### src/rtl/vector_element_sequencer.sv
// vector_element_sequencer
// Walks the element indices of one decoded vector instruction, NUM_LANES
// elements per unstalled cycle, and presents per-group register selects,
// lane enables and first/last markers to the execute lanes.
module vector_element_sequencer #(
  parameter int NUM_LANES = 2,
  parameter int VLENB     = 16
) (
  input  logic                 CLK,
  input  logic                 nRST,
  input  logic                 in_valid,
  output logic                 in_ready,
  input  logic                 flush,
  input  logic                 stall,
  input  logic [4:0]           vs1,
  input  logic [4:0]           vs2,
  input  logic [4:0]           vd,
  input  logic [1:0]           sew,
  input  logic                 vd_widen,
  input  logic                 vs2_widen,
  input  logic                 vd_narrow,
  input  logic                 vm,
  input  logic [7:0]           vl,
  input  logic [6:0]           vstart,
  output logic                 ele_valid,
  output logic [7:0]           ele_idx,
  output logic [NUM_LANES-1:0] lane_active,
  output logic [4:0]           vs1_sel,
  output logic [4:0]           vs2_sel,
  output logic [4:0]           vd_sel,
  output logic [3:0]           ele_off,
  output logic                 vm_out,
  output logic                 first,
  output logic                 last,
  output logic                 done,
  output logic                 err
);

  localparam int         LOG2_VLENB = $clog2(VLENB);
  // Clears the low index bits so groups always start lane-aligned.
  localparam logic [7:0] ALIGN_MASK = ~8'(NUM_LANES - 1);

  typedef enum logic [1:0] {IDLE, RUN, DONE} state_t;

  state_t     state_reg, state_next;
  logic [7:0] idx_reg, idx_next;
  logic [7:0] start_idx_reg;
  logic [4:0] vs1_reg, vs2_reg, vd_reg;
  logic [1:0] sew_reg;
  logic       vd_widen_reg, vs2_widen_reg, vd_narrow_reg, vm_reg;
  logic [7:0] vl_reg;
  logic [6:0] vstart_reg;
  logic       err_reg;

  logic       accept;
  logic       illegal;
  logic       empty;
  logic [7:0] start_aligned;
  logic       run;
  logic       last_grp;
  logic [2:0] vs1_eew, vs2_eew, vd_eew;

  // Register number offset of element idx for an operand whose EEW is 8<<s bits.
  function automatic logic [4:0] reg_offset(input logic [7:0] idx, input logic [2:0] s);
    int sh;
    sh = LOG2_VLENB - int'(s);
    return 5'(idx >> sh);
  endfunction

  assign in_ready      = (state_reg == IDLE) && !flush;
  assign accept        = in_valid && in_ready;
  assign illegal       = (sew == 2'b11) ||
                         ((sew == 2'b10) && (vd_widen || vs2_widen || vd_narrow));
  assign empty         = (vl <= {1'b0, vstart});
  assign start_aligned = {1'b0, vstart} & ALIGN_MASK;
  assign run           = (state_reg == RUN);
  assign last_grp      = run && (({1'b0, idx_reg} + 9'(NUM_LANES)) >= {1'b0, vl_reg});

  // State and index register.
  always_ff @(posedge CLK or negedge nRST) begin
    if (!nRST) begin
      state_reg <= IDLE;
      idx_reg   <= 8'd0;
    end else begin
      state_reg <= state_next;
      idx_reg   <= idx_next;
    end
  end

  // Capture the instruction fields at accept time.
  always_ff @(posedge CLK or negedge nRST) begin
    if (!nRST) begin
      start_idx_reg <= 8'd0;
      vs1_reg       <= 5'd0;
      vs2_reg       <= 5'd0;
      vd_reg        <= 5'd0;
      sew_reg       <= 2'd0;
      vd_widen_reg  <= 1'b0;
      vs2_widen_reg <= 1'b0;
      vd_narrow_reg <= 1'b0;
      vm_reg        <= 1'b0;
      vl_reg        <= 8'd0;
      vstart_reg    <= 7'd0;
      err_reg       <= 1'b0;
    end else if (accept) begin
      start_idx_reg <= start_aligned;
      vs1_reg       <= vs1;
      vs2_reg       <= vs2;
      vd_reg        <= vd;
      sew_reg       <= sew;
      vd_widen_reg  <= vd_widen;
      vs2_widen_reg <= vs2_widen;
      vd_narrow_reg <= vd_narrow;
      vm_reg        <= vm;
      vl_reg        <= vl;
      vstart_reg    <= vstart;
      err_reg       <= illegal;
    end
  end

  // Next-state logic; flush wins over everything else.
  always_comb begin
    state_next = state_reg;
    idx_next   = idx_reg;
    if (flush) begin
      state_next = IDLE;
    end else begin
      case (state_reg)
        IDLE: begin
          if (in_valid) begin
            idx_next   = start_aligned;
            state_next = (illegal || empty) ? DONE : RUN;
          end
        end
        RUN: begin
          if (!stall) begin
            if (last_grp) state_next = DONE;
            else          idx_next   = idx_reg + 8'(NUM_LANES);
          end
        end
        DONE:    state_next = IDLE;
        default: state_next = IDLE;
      endcase
    end
  end

  // Effective EEW per operand: widening/narrowing doubles the element size.
  assign vs1_eew = {1'b0, sew_reg};
  assign vs2_eew = {1'b0, sew_reg} + {2'b0, (vs2_widen_reg || vd_narrow_reg)};
  assign vd_eew  = {1'b0, sew_reg} + {2'b0, vd_widen_reg};

  // Per-lane enable: element must lie in [vstart, vl).
  genvar gi;
  generate
    for (gi = 0; gi < NUM_LANES; gi++) begin : g_lane
      logic [8:0] lane_idx;
      assign lane_idx        = {1'b0, idx_reg} + 9'(gi);
      assign lane_active[gi] = run && (lane_idx >= {2'b0, vstart_reg}) &&
                               (lane_idx < {1'b0, vl_reg});
    end
  endgenerate

  // Group outputs, zero outside RUN; all derived from registered state only.
  always_comb begin
    logic [7:0] off_mask;
    int         sh0;
    sh0       = LOG2_VLENB - int'(sew_reg);
    off_mask  = (8'd1 << sh0) - 8'd1;
    ele_valid = run;
    ele_idx   = 8'd0;
    vs1_sel   = 5'd0;
    vs2_sel   = 5'd0;
    vd_sel    = 5'd0;
    ele_off   = 4'd0;
    first     = 1'b0;
    if (run) begin
      ele_idx = idx_reg;
      vs1_sel = vs1_reg + reg_offset(idx_reg, vs1_eew);
      vs2_sel = vs2_reg + reg_offset(idx_reg, vs2_eew);
      vd_sel  = vd_reg + reg_offset(idx_reg, vd_eew);
      ele_off = 4'(idx_reg & off_mask);
      first   = (idx_reg == start_idx_reg);
    end
  end

  assign last   = last_grp;
  assign vm_out = vm_reg;
  assign done   = (state_reg == DONE);
  assign err    = (state_reg == DONE) && err_reg;

endmodule

### config.mk
export PLATFORM = sky130hd
export DESIGN_NAME = vector_element_sequencer
export DESIGN_NICKNAME = d
export VERILOG_FILES = /design/src/rtl/vector_element_sequencer.sv
export SDC_FILE = /design/constraint.sdc
export NUM_CORES = 1
export LEC_CHECK = 0
export ABC_CLOCK_PERIOD_IN_PS = 5000
export CAP_MARGIN = 20
export CORE_ASPECT_RATIO = 1.5
export CORE_MARGIN = 10
export CORE_UTILIZATION = 40
export CTS_CLUSTER_DIAMETER = 200
export DETAILED_ROUTE_END_ITERATION = 12
export SLEW_MARGIN = 20
export SYNTH_ARGS = -nofsm -noshare
export SYNTH_HDL_FRONTEND = slang
export SYNTH_SLANG_ARGS = --single-unit
### constraint.sdc
create_clock -name CLK -period 5 [get_ports CLK]
set_clock_uncertainty 0.1 [all_clocks]
set_input_delay 1.5 -clock CLK [delete_from_list [all_inputs] [get_ports CLK]]
set_output_delay 1.5 -clock CLK [all_outputs]
set_load 0.02 [all_outputs]
# Yosys cells after proc, flatten, opt, wreduce, memory -nomap -nowiden
# Index checks and enable logic that the tools add are counted.
# totals
regBits,53
# op_classes
n_lt_le_gt_ge,6
muxes,16
bitwise,2
reduce_logical,19
shift,4
add_sub_neg,12
eq_ne,11
# op_table
op,n
$shr 8x32->5,3
$mux 8,4
$shl 1x32->4 const A,1
$pmux 8 s2,1
$add 5x5->5,3
$mux 5,3
$mux 2,5
$add 8x1->9 const B,1
$add 8x2->9 const B,1
$ge 9x7->1,1
$ge 9x8->1,1
$logic_and 1x1->1,9
$lt 9x8->1,1
$ne 3x3->1 const B,3
$add 8x2->8 const B,1
$eq 8x7->1,1
$ge 8x7->1,1
$le 8x7->1,1
$lt 8x8->1,1
$sub 3x3->4 const A,2
$add 2x1->3,2
$eq 2x2->1 const B,3
$ne 2x2->1 const B,3
$logic_or 1x1->1,5
13 further kinds,13

# Logic depth before layout (Yosys ltp)
# Gate-level depths: netlist of the first run.
# logic_depth
ltp_word,9
mapped_depth,18
depth_no_buf,16

# Least setup slack after synthesis of the first run
# Ideal clock, no wire load.
# synth_timing
kind,register to output
start,reg sew_reg[0]
end,out vd_sel[4]
path_slack_ns,0.255
path_stages_with_launch,18
arrival_ns,3.145
path_buffers,2
cell_sequence,dfrtp_1 -> buf_2 -> inv_1 -> ha_1 -> ha_1 -> clkbuf_1 -> mux4_2 -> nand2_1 -> o21ai_0 -> ha_1 -> inv_1 -> fa_1 -> inv_1 -> a21o_1 -> a21oi_1 -> xnor2_1 -> xnor2_1 -> nor2_1
# synth_between
elab_chain_cells,5
# synth_lines
element,line,rtl
"start, declared",49,logic [1:0] sew_reg;
"start signal, assigned",110,sew_reg <= sew;
$add 2x1->3,150,"assign vd_eew = {1'b0, sew_reg} + {2'b0, vd_widen_reg};"
$sub 3x3->4,66,sh = LOG2_VLENB - int'(s);
$shr 8x32->5,67,return 5'(idx >> sh);
$add 5x5->5,180,"vd_sel = vd_reg + reg_offset(idx_reg, vd_eew);"
$mux 5,176,if (run) begin
"end, declared",30,"output logic [4:0] vd_sel,"
# No other way between the ends.

# Worst setup path after layout of the first run
# layout_timing
start,reg idx_reg[3]
end,out last
# layout_between
elab_chain_cells,3
# layout_lines
element,line,rtl
"start, declared",46,"logic [7:0] idx_reg, idx_next;"
"start signal, assigned",86,idx_reg <= idx_next;
$add 8x2->9,77,"assign last_grp = run && (({1'b0, idx_reg} + 9'(NUM_LANES)) >= {1'b0, vl_reg});"
$ge 9x8->1,77,
$logic_and 1x1->1,77,
"end, declared",34,"output logic last,"
# No other way between the ends.

==> results of run 1 <==
[layout make-up]
cell class	instances	area, sq um
Timing Repair Buffer	95	892
Clock inverter	2	37.5
Sequential cell	46	1150
Multi-Input combinational cell	389	2690
Fill cell	1002	4950
Inverter	38	143
Clock buffer	6	129
Tap cell	117	146
[layout by cell type, fill, tap and decap left out, types with 3 or more instances in the layout]
cell type | synthesis | final
a211oi_1 | 3 | 3
a21oi_1 | 24 | 24
nor4_1 | 4 | 4
clkbuf_16 | 0 | 5
dlymetal6s2s_1 | 0 | 5
ha_1 | 58 | 55
a31oi_1 | 5 | 5
xnor2_1 | 8 | 8
and3_1 | 4 | 4
buf_4 | 2 | 22
ha_2 | 0 | 3
nand2b_1 | 3 | 3
nand2_1 | 100 | 100
and2_1 | 12 | 11
mux2_2 | 4 | 4
nor2_1 | 34 | 34
clkdlybuf4s50_1 | 0 | 64
xor2_1 | 8 | 8
o21ai_0 | 44 | 42
nor2b_1 | 5 | 5
nor3_1 | 3 | 3
nand3_1 | 3 | 3
mux2i_1 | 14 | 13
o21a_1 | 6 | 6
dfrtp_1 | 46 | 46
a21o_1 | 7 | 7
inv_1 | 38 | 38
a311oi_1 | 3 | 3
fa_1 | 3 | 3
[worst max-delay path, cell delays in order, from the launching register on]
cell and delay [ns]:
dfrtp_1 0.56, buf_4 0.25, and3_4 0.21, and3_4 0.22, xor2_1 0.16, ha_1 0.26
a22o_1 0.21, nor4_1 0.23, o21a_2 0.22, nor2_1 0.05, clkdlybuf4s50_1 0.54
[worst paths after layout]
kind                               to  depth (start not counted)       start  slack, ns
setup / recovery                 last                         10  idx_reg[3]       0.20
setup reg to reg           idx_reg[3]                         11  idx_reg[3]       1.91
hold reg to reg               err_reg                          2     err_reg       0.37
hold / removal                err_reg                          2     err_reg       0.37
max in group asynchronous     err_reg                          1        nRST       3.25
min in group asynchronous  vs2_reg[2]                          1        nRST       1.12
[stage by stage]
stage	setup TNS (ns)	hold slack, ns
global route	-0.0178	0.400
detailed placement	0	0.359
global placement	0	0.356
floorplan	0	0.337
finish	0	0.369
CTS	0	0.375
[kinds of logic (layout without fill, tap and decap cells)]
group                      Yosys count  after routing  synth area share [%]
AOI/OAI and AO/OA                  112            112                  17.2
buffers and inverters               74            141                  7.45
other                                1              2                0.0908
xor gates and xnor gates            16             16                  3.39
DFF                                 46             46                  27.9
adders and majority gates           61             61                  19.0
and+or+nand+nor                    178            178                  19.4
muxes                               20             20                  5.57
[repair_timing]
item,in CTS,in global routing
endpoints found under the hold margin,0,0
resized for setup,6,16
endpoints found under the setup margin,4,9
gates cloned,0,0
[routing by layer]
layer	vias up	track usage, %
met1	1803	15.9
met5	-	0
met3	16	2.05
li1	1856	-
met4	0	5.66
met2	62	33.1
[synthesized netlist by cell type, drive strengths merged, types with 8 or more instances]
cell type  number  area share (%)
a21oi          24             2.9
and2           13             2.0
buf            12             1.8
clkbuf         24             2.2
dfrtp          46              28
ha             58              18
inv            38             3.5
mux2i          14             3.4
nand2         100             9.1
nor2           34             3.1
o21ai          44             5.3
xnor2           8             1.7
xor2            8             1.7
[power by group through the flow]
stage	Sequential [W]	Combinational, W	Clock (W)
finish	0.000565	0.00172	0.000388
global route	0.000578	0.00196	0.000408
CTS	0.000567	0.00173	0.000398
detailed placement	0.000574	0.00172	0
global placement	0.000571	0.00168	0
floorplan	0.000535	0.00127	0
==> key figures, run 1 <==
Run status
  – Outcome: complete, no violations

Setup path
  – Worst path arrival time: 3.20 ns
  – CP startpoint kind: flop
  – Worst Path Required: 3.40 ns
  – CP max FO: 9
  – Setup crit end kind: primary output
  – CP Class: flop to primary output

Placed design
  – Dpl hpwl: 9430 microns
  – Placed cells: 685
  – Placed instance area: 5010 sq um
  – Placer Congestion: 0.850
  – I/O Buffers: 74
  – Worst slack, placed: 0.0394 ns

Route
  – DR top layer: met4
  – WL/cell: 17.1 microns
  – Via count: 3737
  – Met2 Wirelength: 6910 microns
  – Number of routed nets with antenna violations: 0
  – Drt pass-1 iters: 4
  – Metal3 WL: 283 microns
  – Vias per cell: 5.39
  – Metal-1 WL: 4340 microns
  – Initial DRC Count: 88
  – Total Routed Length: 11800 microns
  – Number of remaining DRC errors: 0

Power and ir drop
  – Total power: 0.00267 W
  – Register share of total power: 21.2%
  – Sw Pwr: 0.00117 W
  – Sw Ratio: 43.7%
  – Pleak: 2.56 nW
  – Power Dens Cells: 515 nW/um^2
  – Internal: 0.00150 W
  – VDD IR max: 0.213 mV
  – Gate power share: 64.3%
  – Clock power frac: 14.6%

Run
  – Max-cap viol count: 0

Logic synthesis
  – Unique masters post-synth: 54
  – Ys async rst share: 100%
  – Seq/Total Area, Yosys: 27.9%
  – Primary FF master, synth: dfrtp_1
  – Yosys warns: 0
  – Syn Std Cell Area: 4130 sq um
  – Avg Cell Area, Syn: 8.13 sq um
  – Cell count after synthesis: 508
  – Number of synthesized register bits: 46
  – Post-synth EDFFs: 0

CTS
  – Root buf cell: clkbuf_16
  – Post-CTS setup buffer count: 0
  – CTS Buffer Depth: 2
  – Clock slew at reported path FFs: 0.06 ns
  – Cts bufs inserted: 5
  – Insertion delay to the later sink of the worst-skew pair: 0.30 ns
  – Number of hold buffers added after CTS: 0
  – Clk sinks: 46
  – CTS tree: yes
  – H-tree depth: 2

Final layout
  – Area growth from synthesis to layout: 25.6%
  – Largest register FFs: 8
  – Antenna cells: 0
  – Final core occ: 51.2%
  – NumNets Final: 677
  – Final Cell Area: 5190 sq um
  – Fin cells: 693
  – Share of cells above drive strength 1: 9.55%

Timing
  – Slew at the pin closest to its max-slew limit: 0.781 ns
  – Fin worst setup slack: 0.198 ns
  – Fin crit period: 4.80 ns
  – Max Slew Vio Count: 0
  – Tcrit/Tclk final: 96.0%
  – FMAX: 208 MHz
  – Fin. Hold Viols: 0
  – RSZ-0062 raised after global routing: true
  – Rel. slew slack: 47.9%
  – Final Setup Violations: 0

Min path
  – Class of the worst hold path: flop to flop

GRT
  – First-pass GRT wire length: 18900 microns
  – Vias in the first global route: 3753
  – GR Overflow Total: 0
  – Antenna violations before repair: 0
  – Largest net degree at the start of global routing: 47
  – Total GRT Usage: 16.3%

Die
  – IO Pins: 77
  – Initial core utilization: 40.8%
  – Row count: 45
  – Die extent in y: 144 microns
  – Die width: 103 microns
  – Core area: 10100 sq um
  – Die Area: 14900 sq um
No activity file was read; power rests on OpenSTA's default activity.
==> run 2: changes to the inputs <==
--- a/config.mk
+++ b/config.mk
@@ -7,10 +7,8 @@
 export LEC_CHECK = 0
 export ABC_CLOCK_PERIOD_IN_PS = 5000
 export CAP_MARGIN = 20
-export CORE_ASPECT_RATIO = 1.5
 export CORE_MARGIN = 10
 export CORE_UTILIZATION = 40
-export CTS_CLUSTER_DIAMETER = 200
 export DETAILED_ROUTE_END_ITERATION = 12
 export SLEW_MARGIN = 20
 export SYNTH_ARGS = -nofsm -noshare
==> constraint.sdc (replaced) <==
create_clock -name CLK -period 5 [get_ports CLK]
set_clock_uncertainty 0.1 [all_clocks]
set_input_delay 1 -clock CLK [delete_from_list [all_inputs] [get_ports CLK]]
set_output_delay 1 -clock CLK [all_outputs]
set_load 0.02 [all_outputs]
==> run 2 against run 1 <==
Via count decreased by 2.0%; setup slack improved by 0.051 ns; critical path depth increased by 4; highest routed layer unchanged.
==> key figures, run 2 (same netlist as run 1, synthesis figures left out) <==
Run status
  – Outcome: complete, no violations

Route
  – WL/cell: 16.1 microns
  – Drt pass-1 iters: 4
  – Via count: 3663
  – Total Routed Length: 11200 microns
  – Number of routed nets with antenna violations: 0
  – Initial DRC Count: 203
  – Number of remaining DRC errors: 0
  – Vias per cell: 5.25

Run
  – Max-cap viol count: 0

Die
  – Core area: 10200 sq um
  – Die width: 122 microns
  – IO Pins: 77
  – Row count: 37
  – Die extent in y: 122 microns
  – Die Area: 14800 sq um
  – Initial core utilization: 40.6%

Timing
  – Fin worst setup slack: 0.250 ns
  – FMAX: 211 MHz
  – Fin. Hold Viols: 0
  – Rel. slew slack: 36.2%
  – Max Slew Vio Count: 0
  – Slew at the pin closest to its max-slew limit: 0.955 ns
  – Tcrit/Tclk final: 95.0%
  – Fin crit period: 4.75 ns
  – Final Setup Violations: 0
  – RSZ-0062 raised after global routing: false
  – Fin Setup TNS: 0 ns

Placed design
  – Placed instance area: 4930 sq um
  – I/O Buffers: 74
  – Dpl hpwl: 8370 microns
  – Placer Congestion: 0.838
  – Worst slack, placed: 0.360 ns

CTS
  – Cts bufs inserted: 5
  – CTS tree: yes
  – Clock slew at reported path FFs: 0.09 ns
  – Root buf cell: clkbuf_8
  – CTS Buffer Depth: 2
  – Insertion delay to the later sink of the worst-skew pair: 0.30 ns
  – Number of hold buffers added after CTS: 0
  – H-tree depth: 2
  – Clk sinks: 46

Setup path
  – Top delay family on crit path: adder cells
  – Setup crit end kind: primary output
  – CP startpoint kind: flop
  – CP Class: flop to primary output
  – R2R setup slack: 1.86 ns
  – CP max FO: 9
  – Cell chain of the critical path: inv_1, ha_2, mux2i_1, nor2_1, a31oi_1, o21ai_0, ha_1, fa_1, a21o_1, a21oi_1, xnor2_1, xnor2_1, nor2_1, clkdlybuf4s50_1
  – Crit-path slowest cell: clkdlybuf4s50_1
  – Cell depth of the worst setup path: 14
  – Buf/Inv on CP: 2
  – Worst path arrival time: 3.65 ns
  – Worst Path Required: 3.90 ns
  – RR Endpoint: idx_reg[6]
  – Worst R2R Start: idx_reg[3]
  – Max stage delay on crit path: 0.60 ns
  – Critical Path End: vs1_sel[4]
  – Worst reg2reg path depth: 9
  – Critical Path Source: sew_reg[1]

Min path
  – Class of the worst hold path: flop to flop
  – HP Start: vm_out

Power and ir drop
  – Register share of total power: 23.2%
  – Sw Pwr: 0.00114 W
  – Sw Ratio: 45.8%
  – Total power: 0.00249 W
  – Clock power frac: 10.0%
  – Power Dens Cells: 493 nW/um^2
  – Internal: 0.00135 W
  – Pleak: 2.39 nW
  – VDD IR max: 0.172 mV
  – Gate power share: 66.7%

GRT
  – First-pass GRT wire length: 19000 microns
  – Largest net degree at the start of global routing: 61
  – Vias in the first global route: 3727
  – GR Overflow Total: 0
  – Total GRT Usage: 15.4%
  – Antenna violations before repair: 0

Final layout
  – Most frequent cells in the layout: 100 x nand2_1, 71 x clkdlybuf4s50_1, 53 x ha_1, 46 x dfrtp_1, 44 x o21ai_0
  – Commonest non-fill, non-tap cell in the layout: nand2_1
  – NumNets Final: 663
  – Fill cell count: 1006
  – Final Cell Area: 5050 sq um
  – Largest register FFs: 8
  – Share of cells above drive strength 1: 7.30%
  – Area growth from synthesis to layout: 22.4%
  – Final core occ: 49.6%
  – Antenna cells: 0
## run 2: repair_timing
action | CTS | global route
cloned | 0 | 0
pin swaps | 0 | 0
endpoints found under the setup margin | 1 | 3
gates resized for setup | 1 | 8
setup buffers | 0 | 0
endpoints found under the hold margin | 0 | 0
## run 2: power by group through the flow
stage / clock (W) / sequential, W / combinational, W
after floorplan: 0 / 0.000535 / 0.00127
final: 0.000250 / 0.000579 / 0.00166
after CTS: 0.000260 / 0.000579 / 0.00166
after detailed placement: 0 / 0.000586 / 0.00164
after global placement: 0 / 0.000583 / 0.00159
after global routing: 0.000275 / 0.000596 / 0.00191
## run 2: worst min-delay path by stage
stage	cells after the start	end	slack, ns
after detailed placement	2	vd_narrow_reg	0.36
final	2	vm_out	0.38
after global routing	2	vs2_widen_reg	0.41
after CTS	2	vd_narrow_reg	0.39
after global placement	2	vm_out	0.36
after floorplan	2	err_reg	0.34
## run 2: cell type report
type	count	area [sq um]	share of cell area, %
inverter	38	143	2.82
clock inverter	2	12.5	0.248
sequential	46	1150	22.8
timing repair buffer	81	796	15.7
clock buffer	6	82.6	1.63
tap	136	170	3.37
multi-input combinational	389	2700	53.4
## run 2: layer usage
metal / vias up / global-route usage [%] / routed length (microns) / share of wire, %
met1: 1746 / 20.6 / 5250 / 47
met5: - / 0 / 0 / 0
met2: 83 / 25.8 / 5340 / 48
met3: 4 / 2.64 / 551 / 4.9
li1: 1830 / - / - / -
met4: 0 / 2.76 / 70 / 0.62
## run 2: stage by stage
step | std cells | hold slack (ns)
after global placement | 690 | 0.360
after detailed placement | 690 | 0.364
after global routing | 698 | 0.409
after CTS | 698 | 0.389
final | 698 | 0.385
after floorplan | 509 | 0.337
## run 2: worst register-to-register path, delay by kind of cell (launching register included)
family | cells | cell delay [ns]
AOI/OAI and AO/OA | 3 | 0.65
xor gates and xnor gates | 1 | 0.17
adders and majority gates | 1 | 0.27
DFF | 1 | 0.75
and+or+nand+nor | 4 | 1.07
